[config.mk]
export PLATFORM = sky130hd
export DESIGN_NAME = nibble_adder_seq
export DESIGN_NICKNAME = d
export VERILOG_FILES = /design/src/rtl/adder_seq_defs.sv /design/src/rtl/nibble_add_cin.sv /design/src/rtl/nibble_adder_seq.sv
export SDC_FILE = /design/constraint.sdc
export NUM_CORES = 1
export LEC_CHECK = 0
export CORE_MARGIN = 3
export CORE_UTILIZATION = 56
export DETAILED_ROUTE_END_ITERATION = 10
export PLACE_DENSITY = 0.87
export RECOVER_POWER = 100
export SYNTH_ARGS = -nofsm -noshare
export SYNTH_HDL_FRONTEND = slang
export SYNTH_SLANG_ARGS = --single-unit
[constraint.sdc]
create_clock -name clk -period 7.9 [get_ports clk]
set_clock_uncertainty 0.2 [all_clocks]
set_input_delay 1.975 -clock clk [delete_from_list [all_inputs] [get_ports clk]]
set_output_delay 1.975 -clock clk [all_outputs]
set_load 0.05 [all_outputs]
[src/rtl/adder_seq_defs.sv]
// adder_seq_defs: shared state encodings and constants for the nibble add/sub sequencer
package adder_seq_defs;
  typedef enum logic [1:0] {
    ST_IDLE = 2'd0,
    ST_RUN  = 2'd1,
    ST_DONE = 2'd2
  } state_t;
  localparam logic OP_ADD = 1'b0;
  localparam logic OP_SUB = 1'b1;
  localparam int NIB_W = 4;
endpackage

[src/rtl/nibble_add_cin.sv]
// nibble_add_cin: combinational 4-bit adder slice with carry in and carry out
module nibble_add_cin
  import adder_seq_defs::*;
(
  input  logic [NIB_W-1:0] a,
  input  logic [NIB_W-1:0] b,
  input  logic             cin,
  output logic [NIB_W-1:0] sum,
  output logic             cout
);
  assign {cout, sum} = (NIB_W + 1)'(a) + (NIB_W + 1)'(b) + (NIB_W + 1)'(cin);
endmodule

[src/rtl/nibble_adder_seq.sv]
// nibble_adder_seq: WIDTH-bit add/subtract computed one nibble per clock through a shared 4-bit slice
module nibble_adder_seq
  import adder_seq_defs::*;
#(
  parameter int WIDTH = 16
) (
  input  logic             clk,
  input  logic             rst,
  input  logic             start,
  input  logic             op_sub,
  input  logic [WIDTH-1:0] a_in,
  input  logic [WIDTH-1:0] b_in,
  output logic             busy,
  output logic             done,
  output logic [WIDTH-1:0] result,
  output logic             cout,
  output logic             overflow
);
  localparam int NIB = WIDTH / NIB_W;
  localparam int CW = NIB > 1 ? $clog2(NIB) : 1;
  localparam int IW = $clog2(WIDTH);
  localparam logic [CW-1:0] LAST = CW'(NIB - 1);
  if (WIDTH % NIB_W != 0 || WIDTH < NIB_W) begin : g_bad_width
    $error("nibble_adder_seq: WIDTH must be a positive multiple of 4");
  end
  state_t state;
  logic [WIDTH-1:0] a_r, b_r, sum_r, sum_nx;
  logic [CW-1:0] cnt;
  logic [IW-1:0] idx;
  logic carry, s_co;
  logic [NIB_W-1:0] s;
  assign idx = IW'(NIB_W * int'(cnt));
  nibble_add_cin u_add (
    .a   (a_r[idx +: NIB_W]),
    .b   (b_r[idx +: NIB_W]),
    .cin (carry),
    .sum (s),
    .cout(s_co)
  );
  // working sum with the nibble being computed this cycle merged in
  always_comb begin
    sum_nx = sum_r;
    sum_nx[idx +: NIB_W] = s;
  end
  // sequencer: latch operands, step through nibbles, publish the result on entry to DONE
  always_ff @(posedge clk) begin
    if (rst) begin
      state    <= ST_IDLE;
      busy     <= 1'b0;
      done     <= 1'b0;
      result   <= '0;
      cout     <= 1'b0;
      overflow <= 1'b0;
      cnt      <= '0;
      carry    <= 1'b0;
      a_r      <= '0;
      b_r      <= '0;
      sum_r    <= '0;
    end else begin
      done <= 1'b0;
      case (state)
        ST_IDLE, ST_DONE: begin
          if (start) begin
            state <= ST_RUN;
            busy  <= 1'b1;
            a_r   <= a_in;
            b_r   <= op_sub == OP_SUB ? ~b_in : b_in;
            carry <= op_sub;
            cnt   <= '0;
          end else begin
            state <= ST_IDLE;
          end
        end
        ST_RUN: begin
          sum_r <= sum_nx;
          carry <= s_co;
          cnt   <= cnt + 1'b1;
          if (cnt == LAST) begin
            state    <= ST_DONE;
            busy     <= 1'b0;
            done     <= 1'b1;
            result   <= sum_nx;
            cout     <= s_co;
            overflow <= (a_r[WIDTH-1] == b_r[WIDTH-1]) && (sum_nx[WIDTH-1] != a_r[WIDTH-1]);
          end
        end
        default: state <= ST_IDLE;
      endcase
    end
  end
endmodule

==> impl_metrics.ini <==
[outcome]
outcome = finished, violations left
violations = capacitance limit, slew limit

[floorplanning]
pin_count = 56
num_rows = 26
start_util_pct = 60.4
die_area_um2 = 6700
core_um2 = 5340
die-height_um = 81.9
die_w_um = 81.9

[drt]
first_pass_iters = 4
vias = 2666
viasPerCell = 5.70
finalWirelength_mm = 7.01
drtIter0Drc = 85
wl_per_cell_um = 15.0
ant_nets = 0
drcViolationCount = 0

[power]
vdd_drop_max_mv = 0.115
p_leak_uw = 0.00146
powerDensity_nw_per_um2 = 206

[critical_path]
reg2reg_from = cnt[0]
r2r_end = sum_r[7]
required_ns = 7.77
crit_arrival_ns = 4.38
r2r_cells = 7
crit_fanout = 73
criticalPathCategory = in -> reg
critPathCaptureType = flop
cp-start-kind = primary input
reg2reg_slack_ns = 4.52

[placement]
placed_cells = 453
gp_congestion = 0.797
io_buffers = 55
dp_slack_ns = 3.80
hpwl_mm = 4.63
placed_area_um2 = 3780

[global_routing]
gr-total-overflow = 0
grt_pass1_vias = 2550
grt_usage_pct = 23.0
antenna_found_initial = 0
grt_pass1_wl_mm = 11.8
grt_max_degree = 74

[synth]
synth_top_family_by_area = compound AO/OA/AOI/OAI gates
synth_mux_area_share_pct = 5.59
synth.distinct_cells = 29
syn_area_um2 = 3220
syn_nets = 399
synthCells = 352
avgSynthCellArea_um2 = 9.16
synthAdderAreaFrac_pct = 4.74
yosys.area_share.simple_pct = 16.4
yosys_warnings = 0
ys_seq_area_share_pct = 45.3
synth_xor_area_share_pct = 4.89
synth_compound_area_share_pct = 18.7
synth_seq_cells = 73

[final_layout]
final_common_cell = dfxtp_1
final_cell_mix = 73 x dfxtp_1, 54 x nor2_1, 42 x nand2_1
fin_area_um2 = 3970
syn_to_final_growth_pct = 23.1
drive_gt1_share_pct = 7.04
fillers = 399
finalNonFillerCells = 468
utilization_pct = 74.4
finalNetCount = 441
diodes = 0

[min_path]
min_path_cells = 2
hp-class = reg -> reg
hold_end = a_r[10]
hold_start = a_r[10]

[timing]
rsz0062_at_grt = false
setup_viol = 0
drv_slew = 74
worst_pin_slew_ns = 3.04
fmax_ghz = 0.222
hold_violations = 0
fin_ws_ns = 3.39
fin_setup_tns_ns = 0
slew_headroom_pct = -103
timing.final.crit_share_pct = 57.1
post-route-min-period_ns = 4.51

[clocking]
ctsResizeCount = 0
clkSinkCount = 73
htree_levels = 3
cts_tree = built
insertion_delay_ns = 0.35
postCtsSetupRepairBufs = 0
cts-buffers-inserted = 9
cts_max_path_buffers = 2
cts_hold_buf = 0
path_clk_slew_ns = 0.07
root_buffer = clkbuf_8

[flow_run]
drv_cap = 1
## Yosys cell counts (all sizes together)
cell type | n | area share (%)
a211oi | 36 | 8.4
a21oi | 22 | 3.4
a221o | 1 | 0.31
a221oi | 6 | 1.8
a22oi | 15 | 3.5
a311oi | 1 | 0.27
a32oi | 2 | 0.54
and2 | 3 | 0.58
and4bb | 1 | 0.39
buf | 5 | 0.74
clkbuf | 21 | 2.4
dfxtp | 73 | 45
fa | 2 | 1.2
ha | 9 | 3.5
inv | 10 | 1.2
mux4 | 8 | 5.6
nand2 | 42 | 4.9
nand2b | 3 | 0.58
nand3 | 3 | 0.47
nand4bb | 1 | 0.35
nor2 | 54 | 6.3
nor2b | 4 | 0.78
nor3 | 6 | 0.93
nor4b | 2 | 0.93
o21ai | 3 | 0.47
or3 | 1 | 0.19
xnor2 | 18 | 4.9
## metrics by stage
| step | total power (µW) | hold WS (ns) |
|---|---|---|
| 2_1_floorplan | 489 | 0.232 |
| 6_report | 816 | 0.255 |
| 4_1_cts | 818 | 0.256 |
| 3_5_place_dp | 529 | 0.247 |
| 3_3_place_gp | 525 | 0.240 |
| 5_1_grt | 849 | 0.276 |
## flip-flops by register name, indices dropped and copies added (netlist names), 2 cells and up
| signal | count |
|---|---|
| a_r | 16 |
| b_r | 16 |
| cnt | 2 |
| result | 16 |
| state | 2 |
| sum_r | 16 |
## cells by family after synthesis
group | Yosys count
simple gates | 120
compound gates | 86
buf+inv | 36
fa+ha+maj | 11
xor+xnor | 18
mux | 8
flops | 73
## worst max-delay path: stages
cell      delay, ns
buf_2          0.08
clkbuf_1       2.15
a21oi_1        0.16
## area by class of cell
class / instances / area [µm²] / share of cell area (%)
multi-input combinational: 243 / 1630 / 41.1
clock inverter: 3 / 40.0 / 1.01
inverter: 10 / 37.5 / 0.946
timing repair buffer: 57 / 557 / 14.0
tap: 70 / 87.6 / 2.21
clock buffer: 12 / 155 / 3.91
sequential: 73 / 1460 / 36.8
## report_power, final
part           switching (µW)  internal (µW)  total (µW)
registers                14.2            387         401
clock network             132            160         293
logic                    66.7           55.4         122
## how the worst max path moves through the flow
stage                      to  cells past startpoint  slack (ns)   from
global placement        carry                      5        3.86  start
floorplan              b_r[0]                      5        4.84  start
finish                a_r[13]                      3        3.39    rst
detailed placement      carry                      5        3.80  start
global route        result[9]                      3        3.12    rst
CTS                     carry                      5        4.18  start
## per-layer routing
metal  global-route usage [%]  vias up  part of all wire [%]
met2                     39.5       77                    50
met5                        0        -                     0
met4                     9.97        0                   2.1
li1                         -     1328                     -
met1                     27.5     1247                    43
met3                     5.15       14                   4.8
Note: power is estimated with default switching activity, not from simulation.
